==> config.mk <==
export PLATFORM = sky130hd
export DESIGN_NAME = hazard_ctrl_flat
export DESIGN_NICKNAME = d
export VERILOG_FILES = /design/src/rtl/hazard_ctrl_pkg.sv /design/src/rtl/hazard_ctrl_if.sv /design/src/rtl/hazard_ctrl_md_busy_cnt.sv /design/src/rtl/hazard_ctrl.sv /design/src/flat_wrapper.sv
export SDC_FILE = /design/constraint.sdc
export NUM_CORES = 1
export LEC_CHECK = 0
export ABC_AREA = 1
export CAP_MARGIN = 25
export CORE_AREA = 3 3 46 48
export DETAILED_ROUTE_END_ITERATION = 6
export DIE_AREA = 0 0 49 51
export PLACE_DENSITY = 0.77
export SLEW_MARGIN = 20
export SYNTH_ARGS = -nofsm -noshare
export SYNTH_HDL_FRONTEND = slang
export SYNTH_SLANG_ARGS = --single-unit
==> constraint.sdc <==
create_clock -name clk -period 2.1 [get_ports clk]
set_clock_uncertainty 0.05 [all_clocks]
set_input_delay 0.525 -clock clk [delete_from_list [all_inputs] [get_ports clk]]
set_output_delay 0.525 -clock clk [all_outputs]
set_load 0.01 [all_outputs]
==> src/rtl/hazard_ctrl_pkg.sv <==
// Shared definitions for the hazard controller: result classes, use-time
// codes, controller states and mult/div latencies, plus the Tnew and
// per-source hazard decode helpers.
package hz_pkg;

    typedef enum logic [2:0] {
        RES_NW  = 3'd0,
        RES_ALU = 3'd1,
        RES_DM  = 3'd2,
        RES_PC  = 3'd3,
        RES_MD  = 3'd4
    } res_class_e;

    localparam logic [1:0] TUSE_D    = 2'd0;
    localparam logic [1:0] TUSE_E    = 2'd1;
    localparam logic [1:0] TUSE_NONE = 2'd3;

    typedef enum logic [1:0] {
        ST_RUN   = 2'd0,
        ST_FLUSH = 2'd1,
        ST_ERETW = 2'd2
    } state_e;

    localparam logic [3:0] MD_LAT_MULT = 4'd5;
    localparam logic [3:0] MD_LAT_DIV  = 4'd10;

    // Cycles until the E-stage instruction's result is forwardable.
    function automatic logic [1:0] tnew_e(input logic [2:0] res);
        logic [1:0] t;
        case (res)
            3'(RES_ALU): t = 2'd1;
            3'(RES_MD):  t = 2'd1;
            3'(RES_DM):  t = 2'd2;
            default:     t = 2'd0;
        endcase
        return t;
    endfunction

    // Cycles until the M-stage instruction's result is forwardable.
    function automatic logic [1:0] tnew_m(input logic [2:0] res);
        logic [1:0] t;
        case (res)
            3'(RES_DM): t = 2'd1;
            default:    t = 2'd0;
        endcase
        return t;
    endfunction

    // One source operand needs a value that no stage can forward in time.
    // A use time of TUSE_NONE (3) is never below any Tnew, so it never stalls.
    function automatic logic src_hazard(
        input logic [4:0] addr,
        input logic [1:0] tuse,
        input logic [4:0] wa_e,
        input logic [2:0] res_e_v,
        input logic [4:0] wa_m,
        input logic [2:0] res_m_v
    );
        logic hit_e;
        logic hit_m;
        hit_e = (addr == wa_e) && (res_e_v != 3'(RES_NW)) && (tuse < tnew_e(res_e_v));
        hit_m = (addr == wa_m) && (res_m_v != 3'(RES_NW)) && (tuse < tnew_m(res_m_v));
        return (addr != 5'd0) && (hit_e || hit_m);
    endfunction

endpackage

==> src/rtl/hazard_ctrl_if.sv <==
// Pipeline <-> hazard controller signal bundle. The pipeline (master) drives
// the decode/execute/memory status; the controller (slave) returns the
// stall, flush, exception-vector and mult/div busy controls.
interface hazard_ctrl_if;
    logic [4:0] ra1D;
    logic [4:0] ra2D;
    logic [1:0] tuseRsD;
    logic [1:0] tuseRtD;
    logic [4:0] waE;
    logic [4:0] waM;
    logic [2:0] resE;
    logic [2:0] resM;
    logic       mdUseD;
    logic       mdStartE;
    logic       mdIsDivE;
    logic       excReqM;
    logic       eretD;
    logic       stall;
    logic       DEMWclr;
    logic       pcExc;
    logic       mdBusy;

    modport master (
        output ra1D, ra2D, tuseRsD, tuseRtD, waE, waM, resE, resM,
        output mdUseD, mdStartE, mdIsDivE, excReqM, eretD,
        input  stall, DEMWclr, pcExc, mdBusy
    );

    modport slave (
        input  ra1D, ra2D, tuseRsD, tuseRtD, waE, waM, resE, resM,
        input  mdUseD, mdStartE, mdIsDivE, excReqM, eretD,
        output stall, DEMWclr, pcExc, mdBusy
    );
endinterface

==> src/rtl/hazard_ctrl_md_busy_cnt.sv <==
// Mult/div occupancy counter. A start loads the operation latency, the
// count then runs down to zero; busy is high while it is nonzero. A start
// in the same cycle as kill (exception at M) is discarded, but a count
// already in flight keeps running.
module md_busy_cnt
    import hz_pkg::*;
(
    input  logic clk,
    input  logic rst,
    input  logic start,
    input  logic isDiv,
    input  logic kill,
    output logic busy
);

    logic [3:0] count_r;

    // Load on a surviving start (restarting if already busy), else count down.
    always_ff @(posedge clk or posedge rst) begin
        if (rst) begin
            count_r <= 4'd0;
        end else if (start && !kill) begin
            count_r <= isDiv ? MD_LAT_DIV : MD_LAT_MULT;
        end else if (count_r != 4'd0) begin
            count_r <= count_r - 4'd1;
        end else begin
            count_r <= count_r;
        end
    end

    assign busy = (count_r != 4'd0);

endmodule

==> src/rtl/hazard_ctrl.sv <==
// Pipeline hazard controller: data-hazard stall from Tuse/Tnew comparison,
// mult/div stall, exception flush and eret fetch bubble.
// Optional feature macro: HZ_MD_BUSY_EN -- when defined, the mult/div busy
// counter and its stall are built; otherwise mdBusy is tied low and the md*
// inputs are ignored.
module hazard_ctrl
    import hz_pkg::*;
(
    input  logic          clk,
    input  logic          rst,
    hazard_ctrl_if.slave  bus
);

    state_e state_r;
    state_e state_nxt_s;
    logic   data_stall_s;
    logic   md_stall_s;
    logic   md_busy_s;
    logic   stall_s;
    logic   clr_s;

    // Data hazard on either source operand of the D-stage instruction.
    always_comb begin
        data_stall_s = src_hazard(bus.ra1D, bus.tuseRsD, bus.waE, bus.resE, bus.waM, bus.resM)
                     | src_hazard(bus.ra2D, bus.tuseRtD, bus.waE, bus.resE, bus.waM, bus.resM);
    end

`ifdef HZ_MD_BUSY_EN
    md_busy_cnt u_md_busy_cnt (
        .clk   (clk),
        .rst   (rst),
        .start (bus.mdStartE),
        .isDiv (bus.mdIsDivE),
        .kill  (bus.excReqM),
        .busy  (md_busy_s)
    );

    // A D-stage mult/div access must wait for the unit, including one starting in E.
    always_comb begin
        md_stall_s = bus.mdUseD & (md_busy_s | bus.mdStartE);
    end
`else
    logic unused_md_s;

    // Mult/div tracking not built: the unit never appears busy.
    always_comb begin
        md_busy_s   = 1'b0;
        md_stall_s  = 1'b0;
        unused_md_s = &{1'b0, bus.mdUseD, bus.mdStartE, bus.mdIsDivE};
    end
`endif

    // Controller state register.
    always_ff @(posedge clk or posedge rst) begin
        if (rst) begin
            state_r <= ST_RUN;
        end else begin
            state_r <= state_nxt_s;
        end
    end

    // Next state and control decode; an exception outranks eret and stalls.
    always_comb begin
        state_nxt_s = state_r;
        stall_s     = 1'b0;
        clr_s       = 1'b0;
        case (state_r)
            ST_RUN: begin
                if (bus.excReqM) begin
                    clr_s       = 1'b1;
                    state_nxt_s = ST_FLUSH;
                end else if (data_stall_s || md_stall_s) begin
                    stall_s     = 1'b1;
                    state_nxt_s = ST_RUN;
                end else if (bus.eretD) begin
                    state_nxt_s = ST_ERETW;
                end else begin
                    state_nxt_s = ST_RUN;
                end
            end
            ST_FLUSH: begin
                clr_s       = 1'b1;
                state_nxt_s = ST_RUN;
            end
            ST_ERETW: begin
                state_nxt_s = ST_RUN;
                if (bus.excReqM) begin
                    clr_s = 1'b1;
                end else begin
                    stall_s = 1'b1;
                end
            end
            default: begin
                state_nxt_s = ST_RUN;
            end
        endcase
    end

    // Outputs are forced low for as long as reset is held.
    always_comb begin
        bus.stall   = stall_s & ~rst;
        bus.DEMWclr = clr_s & ~rst;
        bus.pcExc   = clr_s & ~rst;
        bus.mdBusy  = md_busy_s & ~rst;
    end

endmodule

==> src/flat_wrapper.sv <==
// flat-port wrapper written by rule: the top's interface ports become plain ports
module hazard_ctrl_flat import hz_pkg::*;
  (clk, rst, bus_ra1D, bus_ra2D, bus_tuseRsD, bus_tuseRtD, bus_waE, bus_waM, bus_resE, bus_resM, bus_mdUseD, bus_mdStartE, bus_mdIsDivE, bus_excReqM, bus_eretD, bus_stall, bus_DEMWclr, bus_pcExc, bus_mdBusy);
  hazard_ctrl_if bus_i ();
  input  logic clk;
  input  logic rst;
  input wire logic [$bits(bus_i.ra1D)-1:0] bus_ra1D;
  input wire logic [$bits(bus_i.ra2D)-1:0] bus_ra2D;
  input wire logic [$bits(bus_i.tuseRsD)-1:0] bus_tuseRsD;
  input wire logic [$bits(bus_i.tuseRtD)-1:0] bus_tuseRtD;
  input wire logic [$bits(bus_i.waE)-1:0] bus_waE;
  input wire logic [$bits(bus_i.waM)-1:0] bus_waM;
  input wire logic [$bits(bus_i.resE)-1:0] bus_resE;
  input wire logic [$bits(bus_i.resM)-1:0] bus_resM;
  input wire logic [$bits(bus_i.mdUseD)-1:0] bus_mdUseD;
  input wire logic [$bits(bus_i.mdStartE)-1:0] bus_mdStartE;
  input wire logic [$bits(bus_i.mdIsDivE)-1:0] bus_mdIsDivE;
  input wire logic [$bits(bus_i.excReqM)-1:0] bus_excReqM;
  input wire logic [$bits(bus_i.eretD)-1:0] bus_eretD;
  output wire logic [$bits(bus_i.stall)-1:0] bus_stall;
  output wire logic [$bits(bus_i.DEMWclr)-1:0] bus_DEMWclr;
  output wire logic [$bits(bus_i.pcExc)-1:0] bus_pcExc;
  output wire logic [$bits(bus_i.mdBusy)-1:0] bus_mdBusy;
  assign bus_i.ra1D = bus_ra1D;
  assign bus_i.ra2D = bus_ra2D;
  assign bus_i.tuseRsD = bus_tuseRsD;
  assign bus_i.tuseRtD = bus_tuseRtD;
  assign bus_i.waE = bus_waE;
  assign bus_i.waM = bus_waM;
  assign bus_i.resE = bus_resE;
  assign bus_i.resM = bus_resM;
  assign bus_i.mdUseD = bus_mdUseD;
  assign bus_i.mdStartE = bus_mdStartE;
  assign bus_i.mdIsDivE = bus_mdIsDivE;
  assign bus_i.excReqM = bus_excReqM;
  assign bus_i.eretD = bus_eretD;
  assign bus_stall = bus_i.stall;
  assign bus_DEMWclr = bus_i.DEMWclr;
  assign bus_pcExc = bus_i.pcExc;
  assign bus_mdBusy = bus_i.mdBusy;
  hazard_ctrl u_core (.clk(clk), .rst(rst), .bus(bus_i));
endmodule
==> Word level (Yosys, flattened, before mapping) <==
Index checks and enable logic that the tools add are counted.
{ "totals": {"reg_bits": 2, "in_bits": 37, "out_inout_bits": 4, "wordCells": 50} }
{ "classes": {"order_cmp": 4, "eq_ne": 10, "mux": 12, "bitwise": 4, "n_reduce_logical": 19} }
{ "ops": {"columns": ["operator", "count"], "rows": [
  ["equality test 5 bit", 4],
  ["logical AND 1 bit", 10],
  ["nonzero test 5 bit", 2],
  ["2-to-1 mux 2 bit", 4],
  ["equality test 3 x 2 -> 1 bit, second input constant", 2],
  ["nonzero test 3 bit", 2],
  ["2-to-1 mux 1 bit", 5],
  ["< comparator 2 x 1 -> 1 bit", 2],
  ["< comparator 2 bit", 2],
  ["case mux 1 bit (2 select lines)", 2],
  ["case mux 2 bit (2 select lines)", 1],
  ["OR reduction 2 bit", 2],
  ["equality test 3 x 1 -> 1 bit, second input constant", 1],
  ["equality test 3 bit, second input constant", 1],
  ["AND 1 bit", 2],
  ["equality test 2 x 1 -> 1 bit, second input constant", 1],
  ["equality test 2 bit, second input constant", 1],
  ["logical NOT 2 bit", 1],
  ["logical OR 1 bit", 2],
  ["inverter 1 bit", 1],
  ["OR 1 bit", 1]
]} }

==> Depth between registers and ports, before layout <==
Gate-level depths: netlist of the first run.
{ "depth": {"ltp_word": 12, "ltp_mapped": 12, "depth_no_buf": 12} }

==> Least setup slack after synthesis of the first run <==
OpenSTA, ideal clock, no wires.
{ "synth_timing": {"path_kind": "input port to output port", "from": "input port bus_resE[2]", "to": "output port bus_stall", "arrival_time_ps": 1486, "t_required_ps": 1525, "setup_slack_ps": 39, "path_stages": 12, "path_buffers": 0, "path_cell_list": "nor2_1 nand2_1 ha_1 a21oi_1 nand2_1 nor2_1 nand3_1 nand2_1 nand2_1 nand3_2 nand2_1 inv_1"} }
{ "synth_between": {"elab_chain_len": 12, "word_cells_on_any_way": 21, "classes_between": "order compare: 2; eq/ne: 3; mux: 4; bitwise: 2; reduce/logical: 10"} }
{ "synth_rtl": {"columns": ["item", "line_no", "source"], "rows": [
  ["start, declared", "flat_wrapper.sv:13", "input wire logic [$bits(bus_i.resE)-1:0] bus_resE;"],
  ["equality test 3 x 1 -> 1 bit or equality test 3 bit (tied branches)", "hazard_ctrl_pkg.sv:30", "case (res)"],
  ["OR reduction 2 bit (no source line)", null, null],
  ["case mux 2 bit (2 select lines)", "hazard_ctrl_pkg.sv:30", null],
  ["< comparator 2 bit", "hazard_ctrl_pkg.sv:61", "hit_e = (addr == wa_e) && (res_e_v != 3'(RES_NW)) && (tuse < tnew_e(res_e_v));"],
  ["logical AND 1 bit", "hazard_ctrl_pkg.sv:61", null],
  ["logical OR 1 bit", "hazard_ctrl_pkg.sv:63", "return (addr != 5'd0) && (hit_e || hit_m);"],
  ["logical AND 1 bit", "hazard_ctrl_pkg.sv:63", null],
  ["OR 1 bit *", "hazard_ctrl.sv:25", "| src_hazard(bus.ra2D, bus.tuseRtD, bus.waE, bus.resE, bus.waM, bus.resM);"],
  ["2-to-1 mux 1 bit *", "hazard_ctrl.sv:72", "end else if (data_stall_s || md_stall_s) begin"],
  ["2-to-1 mux 1 bit *", "hazard_ctrl.sv:69", "if (bus.excReqM) begin"],
  ["case mux 1 bit (2 select lines) *", "hazard_ctrl.sv:67", "case (state_r)"],
  ["AND 1 bit *", "hazard_ctrl.sv:101", "bus.stall = stall_s & ~rst;"],
  ["end, declared", "flat_wrapper.sv:20", "output wire logic [$bits(bus_i.stall)-1:0] bus_stall;"]
]} }
Every way passes the cells marked *; elsewhere a longest branch is shown, timed or not.

==> Worst setup path after layout of the first run <==
Same ends and word-level chain as after synthesis.

==> results.cfg, run 1 <==
[outcome]
status = complete, but fails checks
violations = setup timing

[logic_synthesis]
ys_seq_elements = 2
synth_area_per_cell_um2 = 4.94
ys_seq_area_frac = 0.0816
syn_inst = 124
yosysUniqueCellTypes = 23
synth_warnings = 0
syn_area_um2 = 613
syn-num-nets = 163

[final_layout]
reg_top3 = u_core.state_r x2
area_delta_synth_final_pct = 76.7
drive_gt1_frac = 0.206
n_antenna_cell = 0
largest_reg_flops = 2
postLayoutCellArea_mm2 = 0.00108
layout_commonest_cell = nand2_1
nets = 211
layout_common_cells = nand2_1 (47), dlygate4sd2_1 (26), inv_1 (22)
regMostFlops = u_core.state_r

[routing]
wl_met3_um = 108
post_drt_via_cell_ratio = 4.42
routedWlPerCell_um = 10.1
routed-wl-met2_um = 1010
wl_met1_um = 849
drtPass1Iterations = 4
drtIter0Drc = 20
wirelength_um = 1970
top_layer_used = met3
drc = 0
vias = 861
ant_nets = 0

[setup_path]
r2r-start = u_core.state_r[0]
reg2reg_depth = 3
crit_top_cell = nand2_1
endpoint_kind = output pin
reg2reg_slack_ns = 1.18
path_class = in2out
critPathLaunchType = input pin
critical_path_arrival_ns = 1.74
cp.required_ns = 1.52
slowest_delay_ns = 0.20
path_cells = buf_6, nor2_4, nand2_2, ha_2, a21oi_2, nand2_1, nor2_1, nand3_1, nand2_1, nand2_1, nand3_2, nand2_1, inv_1, buf_2
cp_max_fo = 3
crit_slowest_cell = ha_2
r2r_end = u_core.state_r[1]
cp-endpoint = bus_stall
startpoint = bus_resE[2]

[pwr]
power_density_mw_per_mm2 = 274
p_leak_nw = 0.630
max-vdd-ir-drop_mv = 0.239
p_total_mw = 0.297

[floorplan]
num_rows = 15
die_area_mm2 = 0.00250
initial_core_util = 0.351
fp.dieH_um = 51
die_x_um = 49
core_mm2 = 0.00175
boundaryPins = 41

[place]
place_congestion = 0.839
dpl_cell_area_mm2 = 0.00103
dp_hpwl_um = 1630
portBuffers = 36

[grt]
antenna_found_initial = 0
grt_pass1_vias = 782
grt_max_degree = 6
track_usage = 0.145
grt_pass1_wl_um = 2990
overflow = 0

[clocking]
cts_tree = done
clock_insertion_delay_worst_skew_ns = 0.22
clock_sinks = 2
cts_buffer_depth = 2
clk_pin_slew_ns = 0.03
cts-root-buf = clkbuf_4
cts_max_level = 1
numCtsBuffers = 3

[timing]
slew_violations = 0
fmax_mhz = 433
timing.final.crit_share = 1.10
rsz0062_at_grt = yes
final.setup.worst_slack_ns = -0.210
min_period_ns = 2.31
finalSetupViolations = 1
hold_viol_final = 0

[flow_run]
maxCapViolCount = 0

[hold_path]
min_path_type = reg2reg
[Yosys cell counts]
cell type | n | area, um2
a211oi_1 | 1 | 7.51
a21oi_1 | 2 | 10.0
buf_4 | 2 | 15.0
conb_1 | 1 | 3.75
dfrtp_1 | 2 | 50.1
ha_1 | 2 | 25.0
inv_1 | 25 | 93.8
inv_2 | 3 | 11.3
nand2_1 | 48 | 180
nand3_1 | 7 | 35.0
nand3_2 | 1 | 10.0
nand3b_1 | 1 | 7.51
nand4_1 | 2 | 12.5
nor2_1 | 10 | 37.5
nor2_2 | 1 | 6.26
nor3_1 | 5 | 25.0
nor3b_1 | 1 | 7.51
o211ai_1 | 2 | 15.0
o21ai_0 | 1 | 5.00
o21ai_1 | 1 | 5.00
or2_0 | 1 | 6.26
xnor2_1 | 3 | 26.3
xor2_1 | 2 | 17.5
[cell families (layout without fill, tap and decap cells)]
kind of cell               after synthesis  after routing  share of synthesized area
xor gates and xnor gates                 5              5                     0.0714
other                                    1              1                    0.00612
DFF                                      2              2                     0.0816
buffers and inverters                   30             76                      0.196
adders and majority gates                2              2                     0.0408
AOI/OAI and AO/OA                        7              7                     0.0694
and+or+nand+nor                         77             77                      0.535
[report_power, final]
group / switching, mW / total (mW) / internal (mW)
Sequential: 0.00319 / 0.0450 / 0.0418
Clock: 0.0196 / 0.0825 / 0.0629
Combinational: 0.0826 / 0.169 / 0.0868
[repair_timing]
item | CTS | global route
gates resized for setup | 62 | 4
buffers inserted | 2 | 1
endpoints found under the setup margin | 3 | 3
pin swaps | 13 | 3
hold buffers | 0 | 0
[critical path: cells and delay by family]
kind                     cells  cell delay [ns]
buffers and inverters        3             0.27
AND/OR/NAND/NOR              9             0.65
AO/OA/AOI/OAI                1             0.10
adder cells (fa/ha/maj)      1             0.20
[metrics by stage]
step	instances	utilization	TNS, ns	hold slack (ns)	worst slack (ns)
global route	195	0.621	-0.272	0.464	-0.272
floorplan	124	-	0	0.216	0.0395
detailed placement	189	0.593	-1.93	0.416	-1.02
CTS	194	0.616	-0.171	0.448	-0.171
finish	195	0.621	-0.210	0.445	-0.210
global placement	189	0.593	-1.76	0.401	-0.958
[layer usage]
| layer | vias to the layer above | global-route usage |
|---|---|---|
| li1 | 466 | - |
| met1 | 368 | 0.166 |
| met2 | 27 | 0.287 |
| met3 | 0 | 0.0204 |
| met4 | 0 | 0.0237 |
| met5 | - | 0 |
[cell type report]
cell class	instances	area, um2
Clock buffer	3	22.5
Inverter	28	105
Sequential cell	2	50.0
Fill cell	187	662
Timing Repair Buffer	45	384
Tap cell	25	31.3
Multi-Input combinational cell	92	490
[worst min-delay path by stage]
| stage | depth (start not counted) | to | start | slack (ns) |
|---|---|---|---|---|
| 2_1_floorplan | 1 | u_core.state_r[0] | rst | 0.22 |
| 3_3_place_gp | 1 | u_core.state_r[0] | u_core.state_r[1] | 0.40 |
| 3_5_place_dp | 1 | u_core.state_r[0] | u_core.state_r[1] | 0.42 |
| 4_1_cts | 1 | u_core.state_r[0] | u_core.state_r[1] | 0.45 |
| 5_1_grt | 1 | u_core.state_r[0] | u_core.state_r[1] | 0.46 |
| 6_report | 1 | u_core.state_r[0] | u_core.state_r[1] | 0.45 |
(Power assumes the default switching activity.)
==> run 2, diff against run 1 <==
Settings changed: CORE_AREA 3 3 46 48 to 3 3 47 49, DIE_AREA 0 0 49 51 to 0 0 50 52, PLACE_DENSITY 0.77 to 0.75, SYNTH_HIERARCHICAL set to 1.
==> results.cfg, run 2 <==
[place]
place_congestion = 0.822
dpl_cell_area_mm2 = 0.00108
portBuffers = 36
dpl.cell_count = 199
place_ws_ns = -1.01
dp_hpwl_um = 1610

[routing]
post_drt_via_cell_ratio = 4.41
ant_nets = 0
wl_met1_um = 811
drc = 0
routedWlPerCell_um = 9.87
drtIter0Drc = 21
wirelength_um = 2060
top_layer_used = met4
routed-wl-met2_um = 1070
drtPass1Iterations = 4
vias = 921
wl_met3_um = 143

[final_layout]
layout_common_cells = nand2_1 (49), inv_1 (28), dlygate4sd2_1 (25)
postLayoutCellArea_mm2 = 0.00116
n_antenna_cell = 0
nets = 223
reg_top3 = u_core/state_r x2
regMostFlops = u_core/state_r
final_cells = 209
layout_commonest_cell = nand2_1
largest_reg_flops = 2
fillers = 187
area_delta_synth_final_pct = 86.9
drive_gt1_frac = 0.236

[hold_path]
min_path_type = reg2reg

[logic_synthesis]
yosysUniqueCellTypes = 19
synth-async-reset-ratio = 1.00
synth_warnings = 6
synthFlopType = dfrtp_1
synth.area.top_cells = nand2_1 (31%), inv_1 (18%), dfrtp_1 (8.0%), xor2_1 (7.0%), nor2_1 (6.6%)
syn_inst = 128
ys_seq_area_frac = 0.0803
yosysMostFrequentCell = nand2_1
synth_top_area_cell = nand2_1
synth_edf_count = 0
syn-num-nets = 167
yosys-top-cells-count = nand2_1 (51), inv_1 (30), nor2_1 (11)
ys_seq_elements = 2
synth_area_per_cell_um2 = 4.87
yosys.area.top_type_share = 0.307
syn_area_um2 = 623

[setup_path]
slowest_delay_ns = 0.18
critical_path_arrival_ns = 1.76
crit_slowest_cell = ha_2
crit_top_cell = nand2_1
path_cells = buf_8, nor2_4, nand2_2, ha_2, a21oi_2, nand2_1, nor2_1, nand3_1, nand2_1, nand2_1, nand3_2, nand2_1, inv_1, buf_2
cp.required_ns = 1.52
endpoint_kind = output pin
critPathLaunchType = input pin
cp_max_fo = 3
path_class = in2out

[floorplan]
num_rows = 16
core_mm2 = 0.00190
initial_core_util = 0.328
fp.dieH_um = 52
die_area_mm2 = 0.00260
die_x_um = 50
boundaryPins = 41

[outcome]
violations = setup timing
status = complete, but fails checks

[clocking]
clk_pin_slew_ns = 0.04
clock_sinks = 2
cts_buffer_depth = 2
cts-root-buf = clkbuf_4
cts_tree = done
clock_insertion_delay_worst_skew_ns = 0.24
postCtsHoldBufs = 0
cts_max_level = 1
numCtsBuffers = 3

[timing]
min_period_ns = 2.34
rsz0062_at_grt = yes
timing.final.crit_share = 1.11
final.setup.worst_slack_ns = -0.237
finalSetupViolations = 2
fmax_mhz = 428
finalSetupTns_ns = -0.435
slew_violations = 0
hold_viol_final = 0

[pwr]
power_density_mw_per_mm2 = 281
p_total_mw = 0.327
p_leak_nw = 0.694
max-vdd-ir-drop_mv = 0.236

[grt]
grt_pass1_wl_um = 3310
track_usage = 0.163
antenna_found_initial = 0
grt_pass1_vias = 848
overflow = 0
grt_max_degree = 5

[flow_run]
maxCapViolCount = 0
==> run 2: cell count changes in the layout (fill, tap and decap cells not counted), sizes merged, moves of 3 or more <==
cell / change
buf: +8
inv: +3
nand2: +3
xnor2: -3
xor2: +3
==> run 2: worst paths after layout <==
| check | to | from | slack [ns] | depth (start not counted) |
|---|---|---|---|---|
| max | bus_stall | bus_resE[0] | -0.24 | 14 |
| min | u_core/state_r[0] | u_core/state_r[1] | 0.42 | 1 |
| max reg2reg | u_core/state_r[1] | u_core/state_r[1] | 0.47 | 10 |
| min reg2reg | u_core/state_r[0] | u_core/state_r[1] | 0.42 | 1 |
| max in group asynchronous | u_core/state_r[1] | rst | 1.41 | 2 |
| min in group asynchronous | u_core/state_r[0] | rst | 0.47 | 2 |
==> run 2: cells by family (layout without fill, tap and decap cells) <==
logic type      Yosys count  after routing  share of synthesized area
compound gates            5              5                     0.0482
xor+xnor                  5              5                     0.0703
fa+ha+maj                 2              2                     0.0402
buf+inv                  33             87                      0.211
flops                     2              2                     0.0803
other cells               1              1                    0.00602
simple gates             80             80                      0.544
==> run 2: report_power, final <==
group          internal [mW]  total, mW  leakage (nW)  switching [mW]
sequential            0.0418     0.0452        0.0260         0.00342
clock                 0.0635     0.0924        0.0138          0.0288
combinational          0.100      0.189         0.654          0.0892
==> run 2: layout make-up <==
class                   instances  area, um2  area share
flip-flops and latches          2       50.0      0.0430
repair buffers                 53        448       0.385
clock buffers                   3       22.5      0.0193
multi-input cells              93        494       0.424
inverters                      31        116      0.0999
well taps                      27       33.8      0.0290
==> run 2: stage by stage <==
stage                util  hold slack (ns)
finish              0.613            0.417
global route        0.613            0.436
CTS                 0.604            0.414
detailed placement  0.566            0.407
global placement    0.566            0.407
floorplan               -            0.216
==> run 2: worst max-delay path: cells and delay by family <==
kind	cells	cell delay [ns]
AO/OA/AOI/OAI	1	0.09
adder cells (fa/ha/maj)	1	0.18
buffers and inverters	3	0.27
AND/OR/NAND/NOR	9	0.71
==> run 2: timing repair <==
item / 4_1_cts / 5_1_grt
gates resized for setup: 64 / 5
endpoints found under the setup margin: 3 / 2
pin swaps: 20 / 2
setup buffers: 7 / 0
==> run 2: per-layer routing <==
metal	vias up	global-route usage
li1	490	-
met3	4	0.0315
met2	31	0.300
met1	396	0.173
met4	0	0.0922
met5	-	0
